--- config.mk ---
export PLATFORM = sky130hd
export DESIGN_NAME = response_router_slave_pe_flat
export DESIGN_NICKNAME = d
export VERILOG_FILES = /design/src/rtl/response_router_slave_pe_if.sv /design/src/rtl/response_router_slave_pe.sv /design/src/flat_wrapper.sv
export SDC_FILE = /design/constraint.sdc
export NUM_CORES = 1
export LEC_CHECK = 0
export ABC_AREA = 0
export BUFFER_PORTS_ARGS = -buffer_cell sky130_fd_sc_hd__buf_2
export CAP_MARGIN = 5
export CORE_ASPECT_RATIO = 2
export CORE_MARGIN = 2
export CORE_UTILIZATION = 24
export DETAILED_ROUTE_END_ITERATION = 6
export SLEW_MARGIN = 25
export SYNTH_ARGS = -nofsm -noshare
export SYNTH_HDL_FRONTEND = slang
export SYNTH_SLANG_ARGS = --single-unit
--- constraint.sdc ---
create_clock -name clk -period 2.2 [get_ports clk]
set_input_delay 0.22 -clock clk [delete_from_list [all_inputs] [get_ports clk]]
set_output_delay 0.22 -clock clk [all_outputs]
set_load 0.005 [all_outputs]
--- src/rtl/response_router_slave_pe_if.sv ---
// Request/response bundle between the arbitration tree, the slave-side router and one peripheral.
interface response_router_slave_pe_if #(
   parameter int N_MASTER   = 8,
   parameter int DATA_WIDTH = 32
);
   logic                  data_req_i;
   logic [N_MASTER-1:0]   data_ID_i;
   logic                  data_gnt_o;
   logic                  data_req_o;
   logic                  data_gnt_i;
   logic                  data_r_valid_i;
   logic [DATA_WIDTH-1:0] data_r_rdata_i;
   logic                  data_r_opc_i;
   logic [N_MASTER-1:0]   data_r_valid_o;
   logic [DATA_WIDTH-1:0] data_r_rdata_o;
   logic                  data_r_opc_o;

   modport slave (
      input  data_req_i, data_ID_i, data_gnt_i,
      input  data_r_valid_i, data_r_rdata_i, data_r_opc_i,
      output data_gnt_o, data_req_o,
      output data_r_valid_o, data_r_rdata_o, data_r_opc_o
   );

   modport master (
      output data_req_i, data_ID_i, data_gnt_i,
      output data_r_valid_i, data_r_rdata_i, data_r_opc_i,
      input  data_gnt_o, data_req_o,
      input  data_r_valid_o, data_r_rdata_o, data_r_opc_o
   );
endinterface

--- src/rtl/response_router_slave_pe.sv ---
// Slave-side response router: in-order FIFO of granted master IDs steers peripheral responses home.
// Define RESP_ROUTER_OUT_REG_EN to register the response outputs (1-cycle latency).
module response_router_slave_pe #(
   parameter int N_MASTER        = 8,
   parameter int DATA_WIDTH      = 32,
   parameter int MAX_OUTSTANDING = 4
) (
   input  logic                                   clk,
   input  logic                                   rst_n,
   response_router_slave_pe_if.slave              bus,
   output logic [$clog2(MAX_OUTSTANDING+1)-1:0]   outstanding_o,
   output logic                                   resp_err_o
);
   localparam int CNT_W = $clog2(MAX_OUTSTANDING + 1);
   localparam int PTR_W = (MAX_OUTSTANDING > 1) ? $clog2(MAX_OUTSTANDING) : 1;
   localparam logic [CNT_W-1:0] MAX_CNT  = CNT_W'(MAX_OUTSTANDING);
   localparam logic [PTR_W-1:0] LAST_PTR = PTR_W'(MAX_OUTSTANDING - 1);

   logic [N_MASTER-1:0] fifo_q [MAX_OUTSTANDING];
   logic [PTR_W-1:0]    wptr_q, wptr_d, rptr_q, rptr_d;
   logic [CNT_W-1:0]    cnt_q, cnt_d;
   logic                err_q, err_d;
   logic                full, push, pop;
   logic [N_MASTER-1:0] head_id;

   // Depth need not be a power of two, so wrap explicitly.
   function automatic logic [PTR_W-1:0] ptr_inc(input logic [PTR_W-1:0] p);
      return (p == LAST_PTR) ? '0 : p + PTR_W'(1);
   endfunction

   always_comb begin
      full    = (cnt_q == MAX_CNT);
      push    = bus.data_req_i & bus.data_gnt_i & ~full;
      pop     = bus.data_r_valid_i & (cnt_q != '0);
      head_id = fifo_q[rptr_q];
      wptr_d  = push ? ptr_inc(wptr_q) : wptr_q;
      rptr_d  = pop ? ptr_inc(rptr_q) : rptr_q;
      err_d   = err_q | (bus.data_r_valid_i & (cnt_q == '0));
      case ({push, pop})
         2'b10:   cnt_d = cnt_q + CNT_W'(1);
         2'b01:   cnt_d = cnt_q - CNT_W'(1);
         default: cnt_d = cnt_q;
      endcase
   end

   always_ff @(posedge clk) begin
      if (!rst_n) begin
         wptr_q <= '0;
         rptr_q <= '0;
         cnt_q  <= '0;
         err_q  <= 1'b0;
      end else begin
         wptr_q <= wptr_d;
         rptr_q <= rptr_d;
         cnt_q  <= cnt_d;
         err_q  <= err_d;
      end
   end

   // ID storage carries no reset; occupancy is tracked by the pointers and count alone.
   always_ff @(posedge clk) begin
      if (push) fifo_q[wptr_q] <= bus.data_ID_i;
   end

   assign bus.data_req_o = bus.data_req_i & ~full;
   assign bus.data_gnt_o = bus.data_gnt_i & ~full;
   assign outstanding_o  = cnt_q;
   assign resp_err_o     = err_q;

`ifdef RESP_ROUTER_OUT_REG_EN
   logic [N_MASTER-1:0]   vld_q;
   logic [DATA_WIDTH-1:0] rdata_q;
   logic                  opc_q;

   always_ff @(posedge clk) begin
      if (!rst_n) begin
         vld_q   <= '0;
         rdata_q <= '0;
         opc_q   <= 1'b0;
      end else begin
         vld_q <= head_id & {N_MASTER{pop}};
         if (pop) begin
            rdata_q <= bus.data_r_rdata_i;
            opc_q   <= bus.data_r_opc_i;
         end
      end
   end

   assign bus.data_r_valid_o = vld_q;
   assign bus.data_r_rdata_o = rdata_q;
   assign bus.data_r_opc_o   = opc_q;
`else
   assign bus.data_r_valid_o = head_id & {N_MASTER{pop}};
   assign bus.data_r_rdata_o = bus.data_r_rdata_i;
   assign bus.data_r_opc_o   = bus.data_r_opc_i;
`endif
endmodule

--- src/flat_wrapper.sv ---
// flat-port wrapper written by rule: the top's interface ports become plain ports
module response_router_slave_pe_flat 
#(
   parameter int N_MASTER        = 8,
   parameter int DATA_WIDTH      = 32,
   parameter int MAX_OUTSTANDING = 4
)
  (clk, rst_n, outstanding_o, resp_err_o, bus_data_req_i, bus_data_ID_i, bus_data_gnt_i, bus_data_r_valid_i, bus_data_r_rdata_i, bus_data_r_opc_i, bus_data_gnt_o, bus_data_req_o, bus_data_r_valid_o, bus_data_r_rdata_o, bus_data_r_opc_o);
  response_router_slave_pe_if #(.N_MASTER(N_MASTER), .DATA_WIDTH(DATA_WIDTH)) bus_i ();
  input  logic clk;
  input  logic rst_n;
  output logic [$clog2(MAX_OUTSTANDING+1)-1:0] outstanding_o;
  output logic resp_err_o;
  input wire logic [$bits(bus_i.data_req_i)-1:0] bus_data_req_i;
  input wire logic [$bits(bus_i.data_ID_i)-1:0] bus_data_ID_i;
  input wire logic [$bits(bus_i.data_gnt_i)-1:0] bus_data_gnt_i;
  input wire logic [$bits(bus_i.data_r_valid_i)-1:0] bus_data_r_valid_i;
  input wire logic [$bits(bus_i.data_r_rdata_i)-1:0] bus_data_r_rdata_i;
  input wire logic [$bits(bus_i.data_r_opc_i)-1:0] bus_data_r_opc_i;
  output wire logic [$bits(bus_i.data_gnt_o)-1:0] bus_data_gnt_o;
  output wire logic [$bits(bus_i.data_req_o)-1:0] bus_data_req_o;
  output wire logic [$bits(bus_i.data_r_valid_o)-1:0] bus_data_r_valid_o;
  output wire logic [$bits(bus_i.data_r_rdata_o)-1:0] bus_data_r_rdata_o;
  output wire logic [$bits(bus_i.data_r_opc_o)-1:0] bus_data_r_opc_o;
  assign bus_i.data_req_i = bus_data_req_i;
  assign bus_i.data_ID_i = bus_data_ID_i;
  assign bus_i.data_gnt_i = bus_data_gnt_i;
  assign bus_i.data_r_valid_i = bus_data_r_valid_i;
  assign bus_i.data_r_rdata_i = bus_data_r_rdata_i;
  assign bus_i.data_r_opc_i = bus_data_r_opc_i;
  assign bus_data_gnt_o = bus_i.data_gnt_o;
  assign bus_data_req_o = bus_i.data_req_o;
  assign bus_data_r_valid_o = bus_i.data_r_valid_o;
  assign bus_data_r_rdata_o = bus_i.data_r_rdata_o;
  assign bus_data_r_opc_o = bus_i.data_r_opc_o;
  response_router_slave_pe #(.N_MASTER(N_MASTER), .DATA_WIDTH(DATA_WIDTH), .MAX_OUTSTANDING(MAX_OUTSTANDING)) u_core (.clk(clk), .rst_n(rst_n), .bus(bus_i), .outstanding_o(outstanding_o), .resp_err_o(resp_err_o));
endmodule
==> flow_metrics.tcl, run 1 <==
set metrics [dict create \
    drc_errors 0 \
    syn2layout_area_growth_pct 11.20 \
    outcome "finished clean" \
    synthTopCellsByArea "edfxtp_1 (48%), buf_4 (12%), dfxtp_1 (10%), mux4_2 (9.0%), ha_1 (3.8%)" \
    synth_flop_cell "edfxtp_1" \
    reg2reg_to "u_core.outstanding_o[2]" \
    grt_pass1_wl_um 5513 \
    drv_slew 0 \
    crit_fanout 2 \
    setup_ws_ns 0.07490 \
    drv_cap 0 \
    min_path_cells 1 \
    coreArea_um2 8174 \
    hpwlAfterDp_um 2620 \
    max_freq_mhz 470.6 \
    portBuffers 26 \
    fill_cells 815 \
    r2r-start "u_core.outstanding_o[0]" \
    cts_sinks 42 \
    dieArea_um2 9121 \
    cp_data_required_time_ns 2.41 \
    maxSlewHeadroom_pct 70.76 \
    ir_drop_v 0.0004115 \
    hold_end "u_core.fifo_q[2][6]" \
    end_kind "flip-flop" \
    path_class "reg2reg" \
    antenna_found_initial 0 \
    synth-edff-count 32 \
    die_h_um 133.1 \
    via_count 1023 \
    synth_most_common_cell "buf_4" \
    yosys.area.top_type "edfxtp_1" \
    grt_max_degree 14 \
    synth_warnings 0 \
    cts_tree "built" \
    drtAntennaViolNets 0 \
    synthDominantCellAreaShare_pct 48.06 \
    die_w_um 68.54 \
    synth_fp_nets 198 \
    tightest_slew_ns 0.4385 \
    leakage_nw 0.8123 \
    cts_buffers 5 \
    diodes 0 \
    syn_area_um2 1999 \
    synth.distinct_cells 27 \
    grtUsageTotal_pct 8.703 \
    final_util_pct 27.20 \
    hold_path.startpoint "bus_data_ID_i[6]" \
    fin_total_pwr_mw 2.274 \
    final.period_utilization_pct 96.60 \
    wirelength_um 3508 \
    clockBufferDepth 2 \
    rows 47 \
    final_nets 201 \
    path_clk_slew_ns 0.06 \
    dr.first_iter.drc_count 11 \
    rrSetupSlack_ns 0.07 \
    rr_worst_depth 9 \
    io_pins 93 \
    syn_avg_cell_area_um2 13.79 \
    fin_area_um2 2223 \
    htree_num_levels 2 \
    synth-seq-area-share_pct 58.07 \
    finalCriticalPeriod_ns 2.125 \
    layout.area.seq_um2 1166 \
    p_per_area_nw_per_um2 1023 \
    initial_utilization_pct 24.46 \
    firstDrtPassIters 4 \
    insertion_delay_ns 0.28 \
    drive_gt1_share_pct 42.95 \
    gr-total-overflow 0 \
    vias_per_cell 4.142 \
    setup_violations 0 \
    place_congestion 0.7411 \
    hold_viol 0 \
    dp_slack_ns 0.03519 \
    routedWlPerCell_um 14.20 \
    critPathLaunchType "flip-flop" \
    grt_pass1_vias 1104 \
    syn_inst 145 \
    arrival_ns 2.34 \
    placed_cell_area_um2 2054 \
    synth_seq_cells 42 \
    hp-class "in2reg" \
    multi_input_comb_area_um2 573.1 \
    async_flop_share_pct 0 \
    cts_root_buf "clkbuf_16" \
    synth_common_cells "buf_4 (33), edfxtp_1 (32), dfxtp_1 (10), nor2b_1 (9), mux4_2 (8)" \
    skew_ns 0.002006 \
    tns_ns 0 \
]
-- layer usage --
metal / vias up / global-route usage, % / part of all wire [%]
met4: 0 / 9.889 / 8.4
met3: 34 / 1.871 / 6.2
li1: 472 / - / -
met1: 498 / 7.578 / 30
met2: 19 / 14.26 / 56
met5: - / 0 / 0
-- critical path, cell delays in order, from the launching register on --
cell      delay (ns)
dfxtp_4         0.34
or3b_4          0.39
and3_4          0.17
inv_4           0.05
ha_4            0.13
inv_2           0.03
fa_2            0.34
xor2_2          0.16
or3_4           0.33
a21boi_2        0.13
-- cell type report --
type                       instances  share of cell area (%)
sequential                        42                   52.45
multi-input combinational         58                   25.77
timing repair buffer              34                   8.554
clock buffer                       6                   5.796
tap                               98                   5.515
inverter                           7                   1.294
clock inverter                     2                  0.6190
-- placed cells by master, fill, tap and decap left out --
master	instances
mux4_2	8
nand2_1	7
clkinv_4	1
inv_4	1
nor3_1	1
a21boi_2	1
clkbuf_1	1
ha_1	5
and2_1	4
xor2_2	1
dfxtp_2	1
or3_4	1
nor2_1	2
and2_2	4
ha_4	1
and3_4	1
clkbuf_16	5
or3b_4	1
xnor2_1	1
dfxtp_4	1
inv_1	5
buf_4	8
nor2b_1	9
clkinv_2	1
o31ai_1	1
dfxtp_1	8
nand3_1	2
buf_2	26
fa_2	1
o21ai_0	4
mux2i_1	2
a21oi_1	1
inv_2	1
edfxtp_1	32
-- flip-flops by register name, summed over array words and instances (netlist names), named ones only --
signal / count
u_core.wptr_q: 2
u_core.fifo_q: 32
u_core.resp_err_o: 1
u_core.rptr_q: 2
u_core.outstanding_o: 3
-- cells by family after synthesis --
kind of cell,count (synthesis),share of synthesized area [%]
DFF,42,58.07
adders and majority gates,7,4.756
buffers and inverters,45,15.14
AOI/OAI and AO/OA,7,2.003
and+or+nand+nor,32,9.137
xor gates and xnor gates,2,0.8763
muxes,10,10.01
-- stage by stage --
stage               std cells  hold slack, ns
finish                    247          0.1548
global route              247          0.1558
CTS                       246          0.1482
detailed placement        238          0.4379
global placement          238          0.4352
floorplan                 145          0.3189
-- where the power goes --
part | switching (mW) | internal [mW] | leakage (nW)
registers | 0.0378 | 0.929 | 0.373
logic | 0.278 | 0.332 | 0.368
clock network | 0.277 | 0.420 | 0.0708
total | 0.593 | 1.68 | 0.812
-- worst max path at each step --
| stage | startpoint | end | depth (start not counted) |
|---|---|---|---|
| 3_3_place_gp | u_core.outstanding_o[0] | u_core.outstanding_o[2] | 9 |
| 2_1_floorplan | u_core.outstanding_o[0] | u_core.outstanding_o[2] | 10 |
| 5_1_grt | u_core.outstanding_o[0] | u_core.outstanding_o[2] | 9 |
| 6_report | u_core.outstanding_o[0] | u_core.outstanding_o[2] | 9 |
| 3_5_place_dp | u_core.outstanding_o[0] | u_core.outstanding_o[2] | 9 |
| 4_1_cts | u_core.outstanding_o[0] | u_core.outstanding_o[2] | 9 |
-- what timing repair did --
item	CTS	global route
buffers inserted	0	1
hold buffers	0	0
resized for setup	0	4
setup endpoints to repair	0	1
Note: power is estimated with default switching activity, not from simulation.
==> run 2: changes to the inputs <==
--- a/config.mk
+++ b/config.mk
@@ -13,5 +13,5 @@
 export CORE_UTILIZATION = 24
 export DETAILED_ROUTE_END_ITERATION = 6
-export SLEW_MARGIN = 25
+export SLEW_MARGIN = 20
 export SYNTH_ARGS = -nofsm -noshare
 export SYNTH_HDL_FRONTEND = slang
==> constraint.sdc (replaced) <==
create_clock -name clk -period 2.2 [get_ports clk]
set_input_delay 0.44 -clock clk [delete_from_list [all_inputs] [get_ports clk]]
set_output_delay 0.44 -clock clk [all_outputs]
set_load 0.005 [all_outputs]
==> run 2 against run 1 <==
Worst hold slack gained 0.22 ns. Clock power down 1%. Sequential power is essentially flat. Non-clock buffer count decreased by 1. Die area did not move. Power shrank 0.18%. Clock-buffer cell count unchanged.
==> flow_metrics.tcl, run 2 (synthesis gave the netlist of run 1 again) <==
set metrics [dict create \
    outcome "finished clean" \
    hp-class "in2reg" \
    cpPeakStageDelay_ns 0.39 \
    coreArea_um2 8174 \
    p_per_area_nw_per_um2 1023 \
    crit_buf_inv 2 \
    layout.area.seq_um2 1166 \
    whs_ns 0.3747 \
    fin_total_pwr_mw 2.270 \
    end_kind "flip-flop" \
    path_clk_slew_ns 0.06 \
    rrSetupSlack_ns 0.06 \
    multi_input_comb_area_um2 573.1 \
    grt_pass1_vias 1129 \
    cts_sinks 42 \
    cp_data_required_time_ns 2.41 \
    clockBufferDepth 2 \
    crit_fanout 3 \
    cts_root_buf "clkbuf_16" \
    critPathTopFamily "simple AND/OR/NAND/NOR gates" \
    setup_violations 0 \
    leakage_nw 0.8081 \
    htree_num_levels 2 \
    drtAntennaViolNets 0 \
    dieArea_um2 9121 \
    layout_commonest_cell "edfxtp_1" \
    hpwlAfterDp_um 2517 \
    maxSlewHeadroom_pct 71.75 \
    cts_tree "built" \
    place_congestion 0.7912 \
    gr-total-overflow 0 \
    final_nets 200 \
    wirelength_um 3455 \
    critPathLaunchType "flip-flop" \
    drv_slew 0 \
    path_class "reg2reg" \
    die_w_um 68.54 \
    syn2layout_area_growth_pct 10.95 \
    ir_drop_v 0.0003017 \
    drc_errors 0 \
    grt_pass1_wl_um 5395 \
    final.period_utilization_pct 97.11 \
    firstDrtPassIters 4 \
    via_count 1011 \
    arrival_ns 2.35 \
    fill_cells 818 \
    layout_common_cells "edfxtp_1 (32), buf_2 (26), nor2b_1 (9)" \
    initial_utilization_pct 24.46 \
    largest_reg_flops 32 \
    routedWlPerCell_um 13.99 \
    max_freq_mhz 468.1 \
    vias_per_cell 4.093 \
    hold_viol 0 \
    rows 47 \
    dr.first_iter.drc_count 26 \
    die_h_um 133.1 \
    insertion_delay_ns 0.28 \
    path_cells "or3b_4, and3_4, inv_4, ha_4, inv_2, fa_2, xor2_2, or3_4, a21boi_2" \
    grt_max_degree 14 \
    cts_buffers 5 \
    crit_path_top_delay_cell "or3b_4" \
    drive_gt1_share_pct 42.57 \
    tns_ns 0 \
    drv_cap 0 \
    io_pins 93 \
    portBuffers 26 \
    tightest_slew_ns 0.4232 \
    skew_ns 0.002990 \
    finalCriticalPeriod_ns 2.136 \
    grtUsageTotal_pct 8.563 \
    antenna_found_initial 1 \
    max_flop_register "u_core.fifo_q" \
]
[run 2: area by class of cell]
| cell class | count | area share [%] |
|---|---|---|
| flip-flops and latches | 42 | 52.57 |
| well taps | 98 | 5.527 |
| clock buffers | 6 | 5.809 |
| inverters | 7 | 1.297 |
| repair buffers | 33 | 8.235 |
| diodes | 1 | 0.1128 |
| clock inverters | 2 | 0.6204 |
| multi-input cells | 58 | 25.83 |
[run 2: metrics by stage]
step	setup WS [ns]	instances	cell area, um^2	util (%)
after floorplan	-0.01615	145	2026	-
after global placement	0.04955	237	2047	25.04
after detailed placement	0.007662	237	2047	25.04
after CTS	0.01836	245	2195	26.85
after global routing	-0.008499	247	2218	27.14
final	0.06365	247	2218	27.14
[run 2: metal layers]
metal | global-route usage, % | share of wire [%] | vias up | wire length (um)
met5 | 0 | 0 | - | 0
met4 | 10.56 | 10 | 0 | 347
met3 | 2.126 | 6.5 | 38 | 225
met2 | 13.84 | 53 | 21 | 1829
met1 | 7.060 | 30 | 477 | 1053
li1 | - | - | 475 | -
[run 2: final timing paths]
| kind | depth (start not counted) | startpoint | to |
|---|---|---|---|
| hold reg to reg | 2 | u_core.wptr_q[1] | u_core.wptr_q[1] |
| setup reg to reg | 9 | u_core.outstanding_o[0] | u_core.outstanding_o[2] |
| setup / recovery | 9 | u_core.outstanding_o[0] | u_core.outstanding_o[2] |
| hold / removal | 1 | bus_data_ID_i[4] | u_core.fifo_q[2][4] |
[run 2: report_power, final]
part / total, mW / leakage, nW / switching, mW / internal (mW)
registers: 0.967 / 0.373 / 0.0377 / 0.930
logic: 0.615 / 0.364 / 0.284 / 0.330
clock network: 0.688 / 0.0708 / 0.269 / 0.419
total: 2.27 / 0.808 / 0.591 / 1.68
[run 2: what timing repair did]
item                       in CTS  in global routing
setup endpoints to repair       1                  1
resized for setup               1                  3
pin swaps                       0                  4
buffers inserted                0                  1
hold buffers                    0                  0
